`config.mk`:
```
export PLATFORM = sky130hd
export DESIGN_NAME = wddl_inv_bank
export DESIGN_NICKNAME = d
export VERILOG_FILES = /design/src/rtl/wddl_pkg.sv /design/src/rtl/wddl_pair_check.sv /design/src/rtl/wddl_inv_bank.sv
export SDC_FILE = /design/constraint.sdc
export NUM_CORES = 1
export LEC_CHECK = 0
export CORE_MARGIN = 2
export CORE_UTILIZATION = 38
export CTS_CLUSTER_DIAMETER = 40
export DETAILED_ROUTE_END_ITERATION = 12
export GPL_TIMING_DRIVEN = 0
export PLACE_DENSITY = 0.78
export SYNTH_ARGS = -nofsm -noshare
export SYNTH_HDL_FRONTEND = slang
export SYNTH_SLANG_ARGS = --single-unit
```
`constraint.sdc`:
```
create_clock -name clk -period 1.2 [get_ports clk]
set_input_delay 0.24 -clock clk [delete_from_list [all_inputs] [get_ports clk]]
set_output_delay 0.24 -clock clk [all_outputs]
set_load 0.005 [all_outputs]
```
`src/rtl/wddl_pkg.sv`:
```
// -----------------------------------------------------------------------------
// wddl_pkg
// Shared definitions for the dual-rail (WDDL-style) inverter bank:
//   - phase_e      : precharge / evaluate phase of the bank
//   - FAULT_CNT_W  : width of the saturating fault counter
//   - wddl_pair_t  : one dual-rail bit, {t, f}
//   - pair_invalid : 1 when a dual-rail pair is not one-hot (00 or 11)
// -----------------------------------------------------------------------------
package wddl_pkg;

  typedef enum logic {
    PRE  = 1'b0,
    EVAL = 1'b1
  } phase_e;

  localparam int FAULT_CNT_W = 8;
  localparam logic [FAULT_CNT_W-1:0] FAULT_CNT_MAX = '1;

  typedef struct packed {
    logic t;
    logic f;
  } wddl_pair_t;

  // A legal dual-rail value has exactly one rail high.
  function automatic logic pair_invalid(input wddl_pair_t p);
    return ~(p.t ^ p.f);
  endfunction

endpackage

```
`src/rtl/wddl_pair_check.sv`:
```
// -----------------------------------------------------------------------------
// wddl_pair_check
// Combinational one-hot checker over a WIDTH-pair dual-rail word.
// Ports:
//   in_t        in  WIDTH  true rails
//   in_f        in  WIDTH  false rails
//   any_invalid out 1      high if any (t,f) pair is 00 or 11
// -----------------------------------------------------------------------------
module wddl_pair_check
  import wddl_pkg::*;
#(
  parameter int WIDTH = 8
) (
  input  logic [WIDTH-1:0] in_t,
  input  logic [WIDTH-1:0] in_f,
  output logic             any_invalid
);

  logic [WIDTH-1:0] pair_bad;

  genvar gi;
  generate
    for (gi = 0; gi < WIDTH; gi++) begin : g_pair
      wddl_pair_t pair;
      assign pair.t       = in_t[gi];
      assign pair.f       = in_f[gi];
      assign pair_bad[gi] = pair_invalid(pair);
    end
  endgenerate

  assign any_invalid = |pair_bad;

endmodule

```
`src/rtl/wddl_inv_bank.sv`:
```
// -----------------------------------------------------------------------------
// wddl_inv_bank
// Dual-rail inverter bank with precharge/evaluate sequencing. A word accepted
// through in_valid/in_ready is inverted by swapping its rails and driven on
// out_t/out_f for at least EVAL_CYCLES cycles; afterwards every rail returns
// to 0 for at least PRE_CYCLES cycles before the next word may be accepted,
// so each evaluation toggles the same number of wires.
//
// Optional build macro: WDDL_FAULT_DETECT_EN
//   defined   : accepted words with a non one-hot pair set the sticky fault
//               flag and bump a saturating 8-bit fault counter.
//   undefined : fault/fault_cnt are tied to 0 and fault_clr is ignored.
//
// Parameters: WIDTH (pairs), PRE_CYCLES (>=1), EVAL_CYCLES (>=1)
// Ports:
//   clk        in  1      rising-edge clock
//   rst_n      in  1      synchronous active-low reset
//   in_valid   in  1      input word present
//   in_ready   out 1      word accepted this cycle if in_valid
//   in_t/in_f  in  WIDTH  input true/false rails
//   out_valid  out 1      evaluated word on the output
//   out_ready  in  1      consumer has taken the output
//   out_t/out_f out WIDTH inverted word (rails swapped), 0 in precharge
//   phase_eval out 1      1 in EVAL, 0 in PRE
//   fault      out 1      sticky invalid-pair flag
//   fault_cnt  out 8      saturating count of faulty accepted words
//   fault_clr  in  1      clears fault and fault_cnt
// -----------------------------------------------------------------------------
module wddl_inv_bank
  import wddl_pkg::*;
#(
  parameter int WIDTH       = 8,
  parameter int PRE_CYCLES  = 1,
  parameter int EVAL_CYCLES = 1
) (
  input  logic                   clk,
  input  logic                   rst_n,
  input  logic                   in_valid,
  output logic                   in_ready,
  input  logic [WIDTH-1:0]       in_t,
  input  logic [WIDTH-1:0]       in_f,
  output logic                   out_valid,
  input  logic                   out_ready,
  output logic [WIDTH-1:0]       out_t,
  output logic [WIDTH-1:0]       out_f,
  output logic                   phase_eval,
  output logic                   fault,
  output logic [FAULT_CNT_W-1:0] fault_cnt,
  input  logic                   fault_clr
);

  localparam int CNT_MAX = (PRE_CYCLES > EVAL_CYCLES) ? PRE_CYCLES : EVAL_CYCLES;
  localparam int CNT_W   = $clog2(CNT_MAX + 1);

  localparam logic [CNT_W-1:0] PRE_LAST  = CNT_W'(PRE_CYCLES);
  localparam logic [CNT_W-1:0] EVAL_LAST = CNT_W'(EVAL_CYCLES);
  localparam logic [CNT_W-1:0] CNT_ONE   = CNT_W'(1);

  phase_e           state_reg,     state_next;
  logic [CNT_W-1:0] pre_cnt_reg,   pre_cnt_next;
  logic [CNT_W-1:0] eval_cnt_reg,  eval_cnt_next;
  logic [WIDTH-1:0] out_t_reg,     out_t_next;
  logic [WIDTH-1:0] out_f_reg,     out_f_next;
  logic             out_valid_reg, out_valid_next;

  logic accept;

  // Handshake and phase are decoded from registers only, so there is no
  // combinational path from the input side to in_ready.
  assign in_ready   = (state_reg == PRE) && (pre_cnt_reg == PRE_LAST);
  assign phase_eval = (state_reg == EVAL);
  assign accept     = in_valid && in_ready;

  assign out_t     = out_t_reg;
  assign out_f     = out_f_reg;
  assign out_valid = out_valid_reg;

  // ---------------------------------------------------------------------------
  // Phase sequencer: next state and datapath
  // ---------------------------------------------------------------------------
  always_comb begin
    state_next     = state_reg;
    pre_cnt_next   = pre_cnt_reg;
    eval_cnt_next  = eval_cnt_reg;
    out_t_next     = out_t_reg;
    out_f_next     = out_f_reg;
    out_valid_next = out_valid_reg;

    case (state_reg)
      PRE: begin
        out_t_next     = '0;
        out_f_next     = '0;
        out_valid_next = 1'b0;
        if (accept) begin
          // Inversion in dual-rail is a pure rail swap; invalid pairs
          // (00/11) pass through swapped, i.e. unchanged.
          state_next     = EVAL;
          out_t_next     = in_f;
          out_f_next     = in_t;
          out_valid_next = 1'b1;
          eval_cnt_next  = CNT_ONE;
        end else if (pre_cnt_reg != PRE_LAST) begin
          pre_cnt_next = pre_cnt_reg + 1'b1;
        end
      end

      EVAL: begin
        // out_ready is only honoured once the minimum hold time has elapsed.
        if (out_ready && (eval_cnt_reg == EVAL_LAST)) begin
          state_next     = PRE;
          out_t_next     = '0;
          out_f_next     = '0;
          out_valid_next = 1'b0;
          pre_cnt_next   = '0;
        end else if (eval_cnt_reg != EVAL_LAST) begin
          eval_cnt_next = eval_cnt_reg + 1'b1;
        end
      end

      default: begin
        state_next = PRE;
      end
    endcase
  end

  always_ff @(posedge clk) begin
    if (!rst_n) begin
      state_reg     <= PRE;
      pre_cnt_reg   <= '0;
      eval_cnt_reg  <= '0;
      out_t_reg     <= '0;
      out_f_reg     <= '0;
      out_valid_reg <= 1'b0;
    end else begin
      state_reg     <= state_next;
      pre_cnt_reg   <= pre_cnt_next;
      eval_cnt_reg  <= eval_cnt_next;
      out_t_reg     <= out_t_next;
      out_f_reg     <= out_f_next;
      out_valid_reg <= out_valid_next;
    end
  end

  // ---------------------------------------------------------------------------
  // Optional invalid-pair monitor
  // ---------------------------------------------------------------------------
`ifdef WDDL_FAULT_DETECT_EN
  logic                   any_invalid;
  logic                   new_fault;
  logic                   fault_reg,     fault_next;
  logic [FAULT_CNT_W-1:0] fault_cnt_reg, fault_cnt_next;

  wddl_pair_check #(
    .WIDTH(WIDTH)
  ) u_pair_check (
    .in_t       (in_t),
    .in_f       (in_f),
    .any_invalid(any_invalid)
  );

  assign new_fault = accept && any_invalid;

  // A new fault in the same cycle as a clear wins: the clear empties the
  // counter and the new fault is counted on top of it.
  always_comb begin
    fault_next     = fault_reg;
    fault_cnt_next = fault_cnt_reg;
    if (new_fault) begin
      fault_next = 1'b1;
      if (fault_clr) begin
        fault_cnt_next = FAULT_CNT_W'(1);
      end else if (fault_cnt_reg != FAULT_CNT_MAX) begin
        fault_cnt_next = fault_cnt_reg + 1'b1;
      end
    end else if (fault_clr) begin
      fault_next     = 1'b0;
      fault_cnt_next = '0;
    end
  end

  always_ff @(posedge clk) begin
    if (!rst_n) begin
      fault_reg     <= 1'b0;
      fault_cnt_reg <= '0;
    end else begin
      fault_reg     <= fault_next;
      fault_cnt_reg <= fault_cnt_next;
    end
  end

  assign fault     = fault_reg;
  assign fault_cnt = fault_cnt_reg;
`else
  // Monitor not built: the clear input has nothing to act on.
  logic unused_fault_clr;
  assign unused_fault_clr = fault_clr;
  assign fault            = 1'b0;
  assign fault_cnt        = '0;
`endif

endmodule

```
==> summary.txt, run 1 <==
Power and ir drop
  – Internal power: 980 uW
  – Net Sw Power: 323 uW
  – Combinational share of power: 21.7%
  – Pwr per Cell Area: 896 nW/um2
  – Seq pwr share: 54.6%
  – Peak VDD IR: 0.709 mV
  – Pwr Total: 1.30 mW
  – Leak: 0.711 nW
  – Clock share of power: 23.7%
  – Switch share: 24.8%

Place
  – Port Buf Inserts: 38
  – Hpwl dp: 1470 um
  – Post-DP Area: 1390 um2
  – GP Congestion: 0.634

Synth
  – Seq/Total Area, Yosys: 42.7%
  – Synth Area in Adders: 0%
  – Synth warnings: 0
  – Synth Area in Simple Gates: 5.47%
  – Post-Syn Instances: 93
  – Synth Area in XOR/XNOR: 0%
  – Post-synth ARST share: 0%
  – Mux cell area share after synthesis: 0%
  – Area of the mapped netlist: 938 um2
  – Top cells by area, synth: dfxtp_1 (43%), o32ai_2 (14%), inv_1 (13%)
  – Count leader, synth: inv_1
  – Post-synth top area share: 42.7%
  – Primary FF master, synth: dfxtp_1
  – Yosys reg bits: 20
  – Compound-Gate Fraction of Synth Area: 25.9%
  – Largest family of logic cells by synthesized area: compound AO/OA/AOI/OAI gates
  – Count of flip-flops with a built-in enable after synthesis: 0
  – Mean Syn Cell Area: 10.1 um2
  – Yosys top cell by area: dfxtp_1
  – Synth cell types: 17
  – Top post-synthesis cells by count: inv_1 (33), dfxtp_1 (20), buf_4 (9), o32ai_1 (8), o32ai_2 (8)

GRT
  – Via count of the first global-routing pass: 739
  – First-pass GRT wire length: 3130 um
  – Total grt overflow: 0
  – Largest net degree at the start of global routing: 11
  – Overall fraction of global-route tracks in use: 15.7%
  – Initial antenna violation count: 0

Routing
  – Via density: 4.43
  – DRC violations left: 0
  – Antenna Nets Post-Route: 0
  – Number of DRC markers in iteration 0: 6
  – Overall routed net length: 2020 um
  – Routed len/inst: 11.5 um
  – Total number of vias: 775
  – First-pass DRT Iterations: 4

Worst setup path
  – WS Path Type: register to primary output
  – Crit. End Element: primary output
  – Critical path origin: phase_eval
  – RR Startpoint: phase_eval
  – FF-to-FF setup slack: 0.08 ns
  – Worst Reg2Reg Path Length in Cells: 5
  – Critical Path Source Type: register
  – Crit path DAT: 0.96 ns
  – Crit path required time: 0.96 ns
  – R2R Path End: out_t[2]
  – Setup crit end: in_ready
  – Worst-path maximum fanout: 3

Floorplan
  – Die H: 53.7 um
  – IO Pins: 49
  – Die X: 53.7 um
  – Number of cell rows: 18
  – Core ar.: 2410 um2
  – Effective utilization at floorplan: 38.9%
  – Die Footprint: 2880 um2

Clocking
  – Clock slew at reported path FFs: 0.11 ns
  – CTS Buf Count: 3
  – H-Tree Depth: 1
  – Worst-Skew Late Latency: 0.29 ns
  – Root buffer cell: clkbuf_4
  – CTS Hold Buffers Added: 0
  – Clk sinks: 20
  – CTS tree: yes
  – Clock tree buffer depth: 2

Timing
  – Min Tclk post-route: 1.20 ns
  – Clock skew: 0.00216 ns
  – RSZ-0062 raised after global routing: yes
  – Final Hold Fails: 0
  – Final worst-path cycle share: 100%
  – Final Max Slew Viols: 0
  – # setup viols final: 0
  – Peak Freq: 0.834 GHz

Run status
  – Status: complete, no violations

Finish
  – Inserted Diodes: 0
  – Fill cells: 210
  – Area Overhead vs Synth: 54.9%
  – Post-route cell area: 1450 um2
  – Layout cells sized above 1: 34.5%
  – Total Nets Final: 168

Flow run
  – Max Cap Violations: 0

Min path
  – Hold Crit Class: input port to register
power by group through the flow:
stage               registers, mW  clock network (mW)  logic (mW)
global route                0.717               0.354       0.308
finish                      0.712               0.309       0.283
CTS                         0.711               0.321       0.283
floorplan                   0.729                   0       0.135
detailed placement          0.729                   0       0.273
global placement            0.728                   0       0.266
kinds of logic (layout without fill, tap and decap cells):
family	count (synthesis)	in the layout
AOI/OAI and AO/OA	21	21
and+or+nand+nor	5	5
buffers and inverters	46	90
other	1	9
DFF	20	20
worst min-delay path by stage:
stage	to	start	cells after the start
floorplan	eval_cnt_reg	rst_n	1
global placement	out_f[3]	out_f[3]	2
detailed placement	out_valid	out_valid	2
CTS	out_t[7]	out_t[7]	2
global route	eval_cnt_reg	rst_n	2
finish	pre_cnt_reg	rst_n	2
through the flow:
| stage | util, % | worst slack [ns] | cells | setup TNS (ns) | hold WS, ns |
|---|---|---|---|---|---|
| 6_report | 60.3 | 0.000577 | 175 | 0 | 0.352 |
| 5_1_grt | 60.3 | -0.0639 | 175 | -0.0655 | 0.339 |
| 3_3_place_gp | 57.5 | -0.246 | 169 | -3.23 | 0.460 |
| 2_1_floorplan | - | 0.215 | 101 | 0 | 0.368 |
| 4_1_cts | 60.2 | -0.00865 | 175 | -0.00865 | 0.478 |
| 3_5_place_dp | 57.5 | -0.313 | 169 | -3.67 | 0.468 |
timing repair:
item / 4_1_cts / 5_1_grt
gates cloned: 0 / 0
endpoints found under the setup margin: 20 / 7
gates resized for setup: 44 / 1
setup buffers: 3 / 0
per-layer routing:
layer  GRT usage, %  wire (um)  vias up
li1               -          -      386
met1           15.9        740      359
met2           28.3       1110       26
met3           3.33        113        4
met4           10.7         48        0
met5              0          0        -
cell type report:
| cell class | instances | area (um2) | share of cell area (%) |
|---|---|---|---|
| Multi-Input combinational cell | 35 | 344 | 23.7 |
| Inverter | 33 | 124 | 8.52 |
| Clock buffer | 3 | 22.5 | 1.55 |
| Tap cell | 30 | 37.5 | 2.58 |
| Timing Repair Buffer | 41 | 382 | 26.2 |
| Sequential cell | 20 | 424 | 29.2 |
| Buffer | 13 | 120 | 8.26 |
worst max-delay path, stage by stage, from the launching register on:
cell	delay [ns]
dfxtp_4	0.36
buf_6	0.11
nor2b_1	0.08
buf_2	0.11
cells in the final DEF, fill, tap and decap left out, drive strengths merged:
master          n
a211oi          1
a21bo           1
a21boi          1
and2            1
buf            17
clkbuf          3
clkdlybuf4s50  18
conb            9
dfxtp          20
dlygate4sd2    18
dlymetal6s2s    1
inv            33
nand2           1
nand4b          1
nor2b           2
o21ai           1
o31ai           1
o32ai          16
Note: power is estimated with default switching activity, not from simulation.
==> run 2: changes to the inputs <==
--- a/config.mk
+++ b/config.mk
@@ -6,11 +6,11 @@
 export NUM_CORES = 1
 export LEC_CHECK = 0
 export CORE_MARGIN = 2
-export CORE_UTILIZATION = 38
+export CORE_UTILIZATION = 35
 export CTS_CLUSTER_DIAMETER = 40
 export DETAILED_ROUTE_END_ITERATION = 12
 export GPL_TIMING_DRIVEN = 0
-export PLACE_DENSITY = 0.78
+export PLACE_DENSITY = 0.75
 export SYNTH_ARGS = -nofsm -noshare
 export SYNTH_HDL_FRONTEND = slang
 export SYNTH_SLANG_ARGS = --single-unit
==> constraint.sdc (replaced) <==
create_clock -name clk -period 1.1 [get_ports clk]
set_input_delay 0.22 -clock clk [delete_from_list [all_inputs] [get_ports clk]]
set_output_delay 0.22 -clock clk [all_outputs]
set_load 0.005 [all_outputs]
==> run 2 against run 1 <==
Against the previous run: the flow now finishes with violations (negative setup slack); sequential cell count is the same; global-route usage decreased by 0.14 points; clock power grew 33%; cell count is 4.0% higher; total power up 20%; wire length up 15%; sequential share of layout area fell by 2.8 points; register-to-register slack worse by 0.15 ns; critical path type unchanged; critical endpoint unchanged; highest routed layer unchanged.
==> summary.txt, run 2 (synthesis results as in run 1) <==
GRT
  – First-pass GRT wire length: 3790 um (+21%)
  – Via count of the first global-routing pass: 782 (+5.8%)
  – Overall fraction of global-route tracks in use: 15.5% (-0.14 points)
  – Initial antenna violation count: 0 (unchanged)
  – Largest net degree at the start of global routing: 12 (+1)
  – Total grt overflow: 0 (unchanged)

Routing
  – Routed len/inst: 12.8 um (+11%)
  – First-pass DRT Iterations: 2 (-2)
  – DRC violations left: 0 (unchanged)
  – Overall routed net length: 2320 um (+15%)
  – Total number of vias: 796 (+2.7%)
  – Antenna Nets Post-Route: 0 (unchanged)
  – Via density: 4.37 (-1.2%)
  – Number of DRC markers in iteration 0: 12 (+6)

Run status
  – Violated checks: negative setup slack
  – Status: finished with violations

Floorplan
  – Die X: 55.8 um (+3.9%)
  – Core ar.: 2500 um2 (+3.7%)
  – Effective utilization at floorplan: 37.5% (-1.4 points)
  – Number of cell rows: 18 (unchanged)
  – IO Pins: 49 (unchanged)
  – Die H: 55.8 um (+3.9%)
  – Die Footprint: 3110 um2 (+7.9%)

Worst setup path
  – Crit path DAT: 0.95 ns (about the same)
  – Crit. End Element: primary output
  – Crit path required time: 0.88 ns (-0.08 ns)
  – Worst-path maximum fanout: 3 (unchanged)
  – WS Path Type: register to primary output
  – Crit-path slowest cell: dfxtp_4
  – Slowest Stage Delay on Critical Path: 0.36 ns (about the same)
  – CP Cell Sequence: buf_6 > nor2b_1 > buf_2
  – Critical Path Source Type: register

Finish
  – Inserted Diodes: 0 (unchanged)
  – Fin util: 64.8% (+4.4 points)
  – Most frequent cells in the layout: inv_1 (33), clkdlybuf4s50_1 (18), dfxtp_2 (18)
  – Area Overhead vs Synth: 72.5%
  – Layout cells sized above 1: 50.7% (+16 points)
  – Fill cells: 194 (-7.6%)
  – Total Nets Final: 174 (+3.6%)
  – Commonest non-fill, non-tap cell in the layout: inv_1
  – Post-route cell area: 1620 um2 (+11%)

Timing
  – Worst setup margin: -0.0746 ns (-0.0751 ns)
  – Peak Freq: 0.851 GHz
  – # setup viols final: 20 (+20)
  – Min Tclk post-route: 1.17 ns
  – Clock skew: 0.00696 ns (+0.00480 ns)
  – Final Hold Fails: 0 (unchanged)
  – RSZ-0062 raised after global routing: yes
  – Final Max Slew Viols: 0 (unchanged)
  – Final worst-path cycle share: 107%
  – Final hold slack: 0.320 ns (-0.0323 ns)

Clocking
  – Clk sinks: 20 (unchanged)
  – Root buffer cell: clkbuf_4
  – CTS Hold Buffers Added: 0 (unchanged)
  – H-Tree Depth: 1 (unchanged)
  – CTS Buf Count: 3 (unchanged)
  – Clock tree buffer depth: 2 (unchanged)
  – CTS tree: yes
  – Clock slew at reported path FFs: 0.10 ns (about the same)
  – Worst-Skew Late Latency: 0.29 ns (about the same)

Place
  – Post-DP Area: 1390 um2 (unchanged)
  – Port Buf Inserts: 38 (unchanged)
  – Hpwl dp: 1470 um (-0.22%)
  – GP Congestion: 0.728 (+15%)

Flow run
  – Max Cap Violations: 0 (unchanged)

Power and ir drop
  – Pwr per Cell Area: 969 nW/um2 (+8.1%)
  – Peak VDD IR: 0.691 mV (-2.6%)
  – Pwr Total: 1.57 mW (+20%)
  – Leak: 0.725 nW (+1.9%)

Min path
  – Hold Crit Class: input port to register
## run 2: changes by cell type in the layout (fill, tap and decap cells not counted), sizes merged
cell / before / now
dlygate4sd2: 18 / 1
clkdlybuf4s15: 0 / 8
buf: 17 / 22
clkbuf: 3 / 14
## run 2: metrics by stage
stage | setup TNS [ns] | instances | setup slack, ns
3_5_place_dp | -5.51 | 169 | -0.382
5_1_grt | -2.23 | 182 | -0.129
6_report | -1.11 | 182 | -0.0746
2_1_floorplan | 0 | 101 | 0.115
3_3_place_gp | -4.94 | 169 | -0.332
4_1_cts | -1.47 | 180 | -0.123
## run 2: area by class of cell
type / count / area (um2) / area share (%)
well taps: 30 / 37.5 / 2.32
clock buffers: 4 / 36.3 / 2.24
plain buffers: 13 / 120 / 7.42
flip-flops and latches: 20 / 427 / 26.4
repair buffers: 47 / 432 / 26.7
inverters: 33 / 124 / 7.65
multi-input cells: 35 / 443 / 27.4
## run 2: worst max-delay path, delay by kind of cell (launching register included)
kind | cells | cell delay, ns
flip-flops | 1 | 0.36
buffers and inverters | 2 | 0.22
AND/OR/NAND/NOR | 1 | 0.09
## run 2: per-layer routing
metal  track usage [%]  part of all wire (%)  wire length (um)
met2              28.4                    53              1240
met3              4.42                   5.6               131
met4              4.18                  0.52                12
met5                 0                     0                 0
met1              17.4                    40               938
## run 2: worst paths after layout
| kind | start | depth (start not counted) | slack, ns | end |
|---|---|---|---|---|
| min reg2reg | out_t[3] | 2 | 0.49 | out_t[3] |
| max | phase_eval | 3 | -0.07 | in_ready |
| min | rst_n | 2 | 0.32 | pre_cnt_reg |
| max reg2reg | phase_eval | 5 | -0.07 | out_t[4] |
## run 2: repair_timing
item / 4_1_cts / 5_1_grt
resized for setup: 74 / 17
endpoints found under the setup margin: 28 / 29
hold endpoints to repair: 0 / 0
gates cloned: 1 / 0
setup buffers: 6 / 2
pin swaps: 1 / 2
## run 2: where the power goes
part / total, mW / switching [mW] / internal, mW / leakage [nW]
clock network: 0.412 / 0.211 / 0.202 / 0.0210
logic: 0.377 / 0.159 / 0.218 / 0.532
registers: 0.780 / 0.0194 / 0.760 / 0.172
